==> config.mk <==
export PLATFORM = sky130hd
export DESIGN_NAME = regfile_write_queue
export DESIGN_NICKNAME = d
export VERILOG_FILES = /design/src/rtl/regfile_write_queue.sv
export SDC_FILE = /design/constraint.sdc
export NUM_CORES = 1
export LEC_CHECK = 0
export CAP_MARGIN = 15
export CORE_MARGIN = 2
export CORE_UTILIZATION = 35
export CTS_BUF_LIST = sky130_fd_sc_hd__clkbuf_16
export CTS_CLUSTER_DIAMETER = 30
export DETAILED_ROUTE_END_ITERATION = 8
export GPL_ROUTABILITY_DRIVEN = 0
export SETUP_SLACK_MARGIN = 0.02
export SYNTH_ARGS = -nofsm -noshare
export SYNTH_HDL_FRONTEND = slang
export SYNTH_SLANG_ARGS = --single-unit
==> constraint.sdc <==
create_clock -name CLOCK -period 4.85 [get_ports CLOCK]
set_clock_uncertainty 0.05 [all_clocks]
set_input_delay 0.485 -clock CLOCK [delete_from_list [all_inputs] [get_ports CLOCK]]
set_output_delay 0.485 -clock CLOCK [all_outputs]
set_load 0.02 [all_outputs]
==> src/rtl/regfile_write_queue.sv <==
// Write queue in front of the 32x32 register file: buffers writebacks, drains one per cycle,
// and offers newest-entry bypass to decode. Define WQ_STALL_CNT_EN to add the stall counter.
module regfile_write_queue #(
    parameter int unsigned DEPTH = 4,
    parameter int unsigned AW    = 5,
    parameter int unsigned DW    = 32
) (
    input  logic                       CLOCK,
    input  logic                       RESET,
    input  logic                       in_valid,
    output logic                       in_ready,
    input  logic [AW-1:0]              in_addr,
    input  logic [DW-1:0]              in_data,
    input  logic                       drain_en,
    output logic                       wr_en,
    output logic [AW-1:0]              wr_addr,
    output logic [DW-1:0]              wr_data,
    input  logic [AW-1:0]              rd_addr1,
    input  logic [AW-1:0]              rd_addr2,
    output logic                       fwd_hit1,
    output logic [DW-1:0]              fwd_data1,
    output logic                       fwd_hit2,
    output logic [DW-1:0]              fwd_data2,
    output logic [$clog2(DEPTH):0]     occupancy
`ifdef WQ_STALL_CNT_EN
    ,
    output logic [15:0]                stall_cycles
`endif
);

    localparam int unsigned PW = $clog2(DEPTH);
    localparam int unsigned CW = PW + 1;

    logic [AW-1:0] addr_q [DEPTH];
    logic [DW-1:0] data_q [DEPTH];
    logic [PW-1:0] head_q, head_d;
    logic [PW-1:0] tail_q, tail_d;
    logic [CW-1:0] count_q, count_d;

    logic push;
    logic pop;
    logic [PW-1:0] idx;

    always_comb begin
        in_ready = (count_q < CW'(DEPTH));
        // Writes to r0 complete the handshake but are never stored.
        push     = in_valid && in_ready && (in_addr != '0);
        pop      = (count_q != '0) && drain_en;
        head_d   = pop  ? head_q + 1'b1 : head_q;
        tail_d   = push ? tail_q + 1'b1 : tail_q;
        count_d  = count_q + {{PW{1'b0}}, push} - {{PW{1'b0}}, pop};
    end

    always_ff @(posedge CLOCK or posedge RESET) begin
        if (RESET) begin
            head_q  <= '0;
            tail_q  <= '0;
            count_q <= '0;
            for (int i = 0; i < DEPTH; i++) begin
                addr_q[i] <= '0;
                data_q[i] <= '0;
            end
        end else begin
            head_q  <= head_d;
            tail_q  <= tail_d;
            count_q <= count_d;
            if (push) begin
                addr_q[tail_q] <= in_addr;
                data_q[tail_q] <= in_data;
            end
        end
    end

    always_comb begin
        wr_en     = pop;
        wr_addr   = (count_q != '0) ? addr_q[head_q] : '0;
        wr_data   = (count_q != '0) ? data_q[head_q] : '0;
        occupancy = count_q;
    end

    // Scan oldest to newest so the last match, closest to tail, wins.
    always_comb begin
        fwd_hit1  = 1'b0;
        fwd_data1 = '0;
        fwd_hit2  = 1'b0;
        fwd_data2 = '0;
        idx       = '0;
        for (int unsigned i = 0; i < DEPTH; i++) begin
            idx = head_q + PW'(i);
            if (CW'(i) < count_q) begin
                if ((rd_addr1 != '0) && (addr_q[idx] == rd_addr1)) begin
                    fwd_hit1  = 1'b1;
                    fwd_data1 = data_q[idx];
                end
                if ((rd_addr2 != '0) && (addr_q[idx] == rd_addr2)) begin
                    fwd_hit2  = 1'b1;
                    fwd_data2 = data_q[idx];
                end
            end
        end
    end

`ifdef WQ_STALL_CNT_EN
    logic [15:0] stall_q, stall_d;

    always_comb begin
        stall_d = stall_q;
        if (in_valid && !in_ready && (stall_q != 16'hFFFF)) begin
            stall_d = stall_q + 16'd1;
        end
    end

    always_ff @(posedge CLOCK or posedge RESET) begin
        if (RESET) begin
            stall_q <= '0;
        end else begin
            stall_q <= stall_d;
        end
    end

    assign stall_cycles = stall_q;
`endif

endmodule

==> impl_metrics.py <==
metrics = {
    "run_status": {
        "status": "completed",
    },
    "timing": {
        "fmax_mhz": 213,
        "fin_hold_ws_ns": 0.476,
        "fin_setup_tns_ns": 0,
        "rsz0062_at_grt": "false",
        "hold_viol": 0,
        "fin_crit_sh_pct": 96.7,
        "finalSetupViolCount": 0,
        "setup_slack_ns": 0.162,
        "max_slew_margin_pct": 24.9,
        "period_needed_ns": 4.69,
        "max_slew.worst_pin.slew_ns": 1.13,
        "slew_violations": 0,
    },
    "pwr": {
        "sw_frac_of_total_pct": 48.4,
        "sequentialPowerShare_pct": 19.8,
        "combPwrFrac_pct": 69.3,
        "ir_drop_mv": 0.600,
        "clockPowerShare_pct": 10.9,
        "p_total_mw": 12.9,
        "leakage_nw": 5.88,
        "power.internal_mw": 6.66,
        "pwr_density_cell_mw_per_mm2": 880,
        "p_switching_mw": 6.26,
    },
    "grt": {
        "grt_pass1_wl_mm": 63.5,
        "grt_pass1_vias": 10900,
        "antenna_found_initial": 0,
        "grt_util_all_layers_pct": 22.8,
        "grt_max_degree": 93,
        "grt_overflow": 0,
    },
    "drt": {
        "first_iter_violations": 990,
        "routed_wl_mm": 41.3,
        "drtPass1Iterations": 5,
        "wire_per_inst_um": 22.3,
        "drcViolationCount": 0,
        "vias": 11100,
        "vias_per_cell": 5.97,
        "antenna_left": 0,
    },
    "synthesis": {
        "synthTopCellsByArea": "dfrtp_1 (32%), mux2_2 (18%), mux2i_1 (9.9%), nand2_1 (3.9%), nor3_1 (3.3%)",
        "yosys_warnings": 0,
        "synth_cell_types": 47,
        "netlist_instances": 1288,
        "syn_area_per_cell_um2": 9.37,
        "synth_top_area_share_pct": 32.1,
        "seq_area_frac_synth_pct": 32.1,
        "synth_edf_count": 0,
        "synth-main-ff-cell": "dfrtp_1",
        "yosysTopAreaCell": "dfrtp_1",
        "yosys_register_bits": 155,
        "syn_area_mm2": 0.0121,
        "synthArstFlopShare_pct": 100,
        "synth_nets": 1348,
    },
    "final_layout": {
        "drive_gt1_share_pct": 21.2,
        "final_area_mm2": 0.0147,
        "final_cells": 1853,
        "area_growth_pct": 21.5,
        "nNetsFinal": 1444,
        "fin_util_pct": 42.8,
    },
    "floorplan": {
        "die_height_um": 190,
        "core_area_mm2": 0.0343,
        "rows": 68,
        "die_area_mm2": 0.0360,
        "ioPinCount": 159,
        "die_w_um": 190,
        "initial_core_util_pct": 35.2,
    },
    "clock_network": {
        "clock_latency_ns": 0.43,
        "cts_inserted_buffers": 17,
        "clk_pin_slew_ns": 0.06,
        "cts_tree": "built",
        "clock-sinks": 155,
        "root_buffer": "clkbuf_16",
        "cts-hold-fix-buffers": 0,
        "cts_max_path_buffers": 2,
        "htreeDepth": 4,
    },
    "setup_path": {
        "start_kind": "flop",
        "worstPathMaxFanout": 26,
        "critical_path_class": "reg -> out",
        "arrival_ns": 4.15,
        "cp.required_ns": 4.32,
        "cp-end-kind": "primary output",
    },
    "placed_design": {
        "hpwl_mm": 28.0,
        "io_buffer_count": 158,
        "dp_cells": 1818,
        "place_area_mm2": 0.0140,
        "pre_cts_ws_ns": 0.356,
    },
    "flow_run": {
        "cap_violations": 0,
    },
    "worst_hold_path": {
        "hp-class": "reg -> reg",
    },
}
## layout make-up
| cell class | instances | area [um^2] |
|---|---|---|
| fillers | 3338 | 19600 |
| flip-flops and latches | 155 | 3890 |
| multi-input cells | 997 | 7640 |
| well taps | 455 | 569 |
| clock buffers | 17 | 425 |
| clock inverters | 15 | 183 |
| inverters | 11 | 47.5 |
| repair buffers | 202 | 1920 |
| diodes | 1 | 2.50 |
## path summary, 6_finish.rpt
kind,start,depth (start not counted),slack [ns],end
setup / recovery,head_q[0]$_DFFE_PP0P_,7,0.16,fwd_data2[19]
hold / removal,data_q[41]$_DFFE_PP0P_,1,0.48,data_q[41]$_DFFE_PP0P_
setup reg to reg,occupancy[2]$_DFF_PP0_,5,2.27,data_q[70]$_DFFE_PP0P_
hold reg to reg,data_q[41]$_DFFE_PP0P_,1,0.48,data_q[41]$_DFFE_PP0P_
max in group asynchronous,RESET,3,3.18,addr_q[11]$_DFFE_PP0P_
min in group asynchronous,RESET,2,0.58,data_q[12]$_DFFE_PP0P_
## sequential cells by signal (all words and copies together), names as in the netlist
| name | count |
|---|---|
| data_q | 128 |
| addr_q | 20 |
| occupancy | 3 |
| head_q | 2 |
| tail_q | 2 |
## power by group through the flow
stage          sequential, mW  combinational, mW  clock (mW)
3_5_place_dp             2.59               8.76           0
5_1_grt                  2.67               9.56        1.49
4_1_cts                  2.57               8.84        1.43
6_report                 2.56               8.95        1.41
2_1_floorplan            2.35               6.06           0
3_3_place_gp             2.55               8.69           0
## worst max-delay path, cell delays in order, from the launching register on
cell and delay (ns):
dfrtp_4 0.66, mux4_2 0.64, xnor2_1 0.16, nand4_1 0.23
a21oi_4 0.53, a31oi_1 0.15, a221oi_1 0.59, clkdlybuf4s50_1 0.73
## synthesized netlist by cell type (all sizes together), types with 2 or more instances
master	number
a211oi	3
a21oi	51
a221oi	9
a311o	2
a311oi	20
a31oi	42
and2	3
and3	3
buf	61
clkbuf	65
dfrtp	155
ha	8
inv	10
mux2	192
mux2i	119
mux4	17
nand2	126
nand3	14
nand3b	2
nand4	26
nor2	56
nor2b	36
nor3	79
o211a	2
o211ai	6
o21a	3
o21ai	67
o221ai	28
o22ai	12
o2bb2ai	2
or2	4
or3	5
or3b	2
or4	3
xnor2	40
xor2	10
## kinds of logic (layout without fill, tap and decap cells)
family / count (synthesis) / in the layout / share of synthesized area (%)
compound gates: 249 / 250 / 13.2
xor+xnor: 50 / 50 / 3.63
fa+ha+maj: 9 / 9 / 0.995
buf+inv: 137 / 245 / 5.05
flops: 155 / 155 / 32.1
mux: 328 / 328 / 30.9
other cells: 0 / 1 / 0
simple gates: 360 / 360 / 14.0
## metal layers
metal	track usage [%]	vias to the layer above	wire length [um]
li1	-	4965	-
met1	30.9	5569	17900
met3	3.52	78	2790
met5	0	-	0
met4	8.62	0	1130
met2	36.8	459	19500
## cell usage in the layout, fill, tap and decap left out, drive strengths merged, types with 3 or more instances in the layout
cell and count:
clkdlybuf4s50 158, nor2 56, a31oi 42, a221oi 9, inv 15, buf 44, mux2 192, ha 8
bufinv 4, o221ai 28, nand3 14, o22ai 12, or3 5, o21a 3, xor2 10, nor3 79
and3 3, mux2i 119, and2 3, clkbuf 17, nand2 126, nand4 26, a311oi 20, o211ai 6
dfrtp 155, a21oi 51, clkinvlp 3, or4 3, a211oi 3, o21ai 68, clkinv 4, or2 4
xnor2 40, nor2b 36, mux4 17
## what timing repair did
item / CTS / global route
buffers inserted: 0 / 1
pin swaps: 1 / 0
gates resized for setup: 1 / 0
endpoints found under the setup margin: 21 / 17
cloned: 1 / 0
Power figures use the tool's default switching activity.
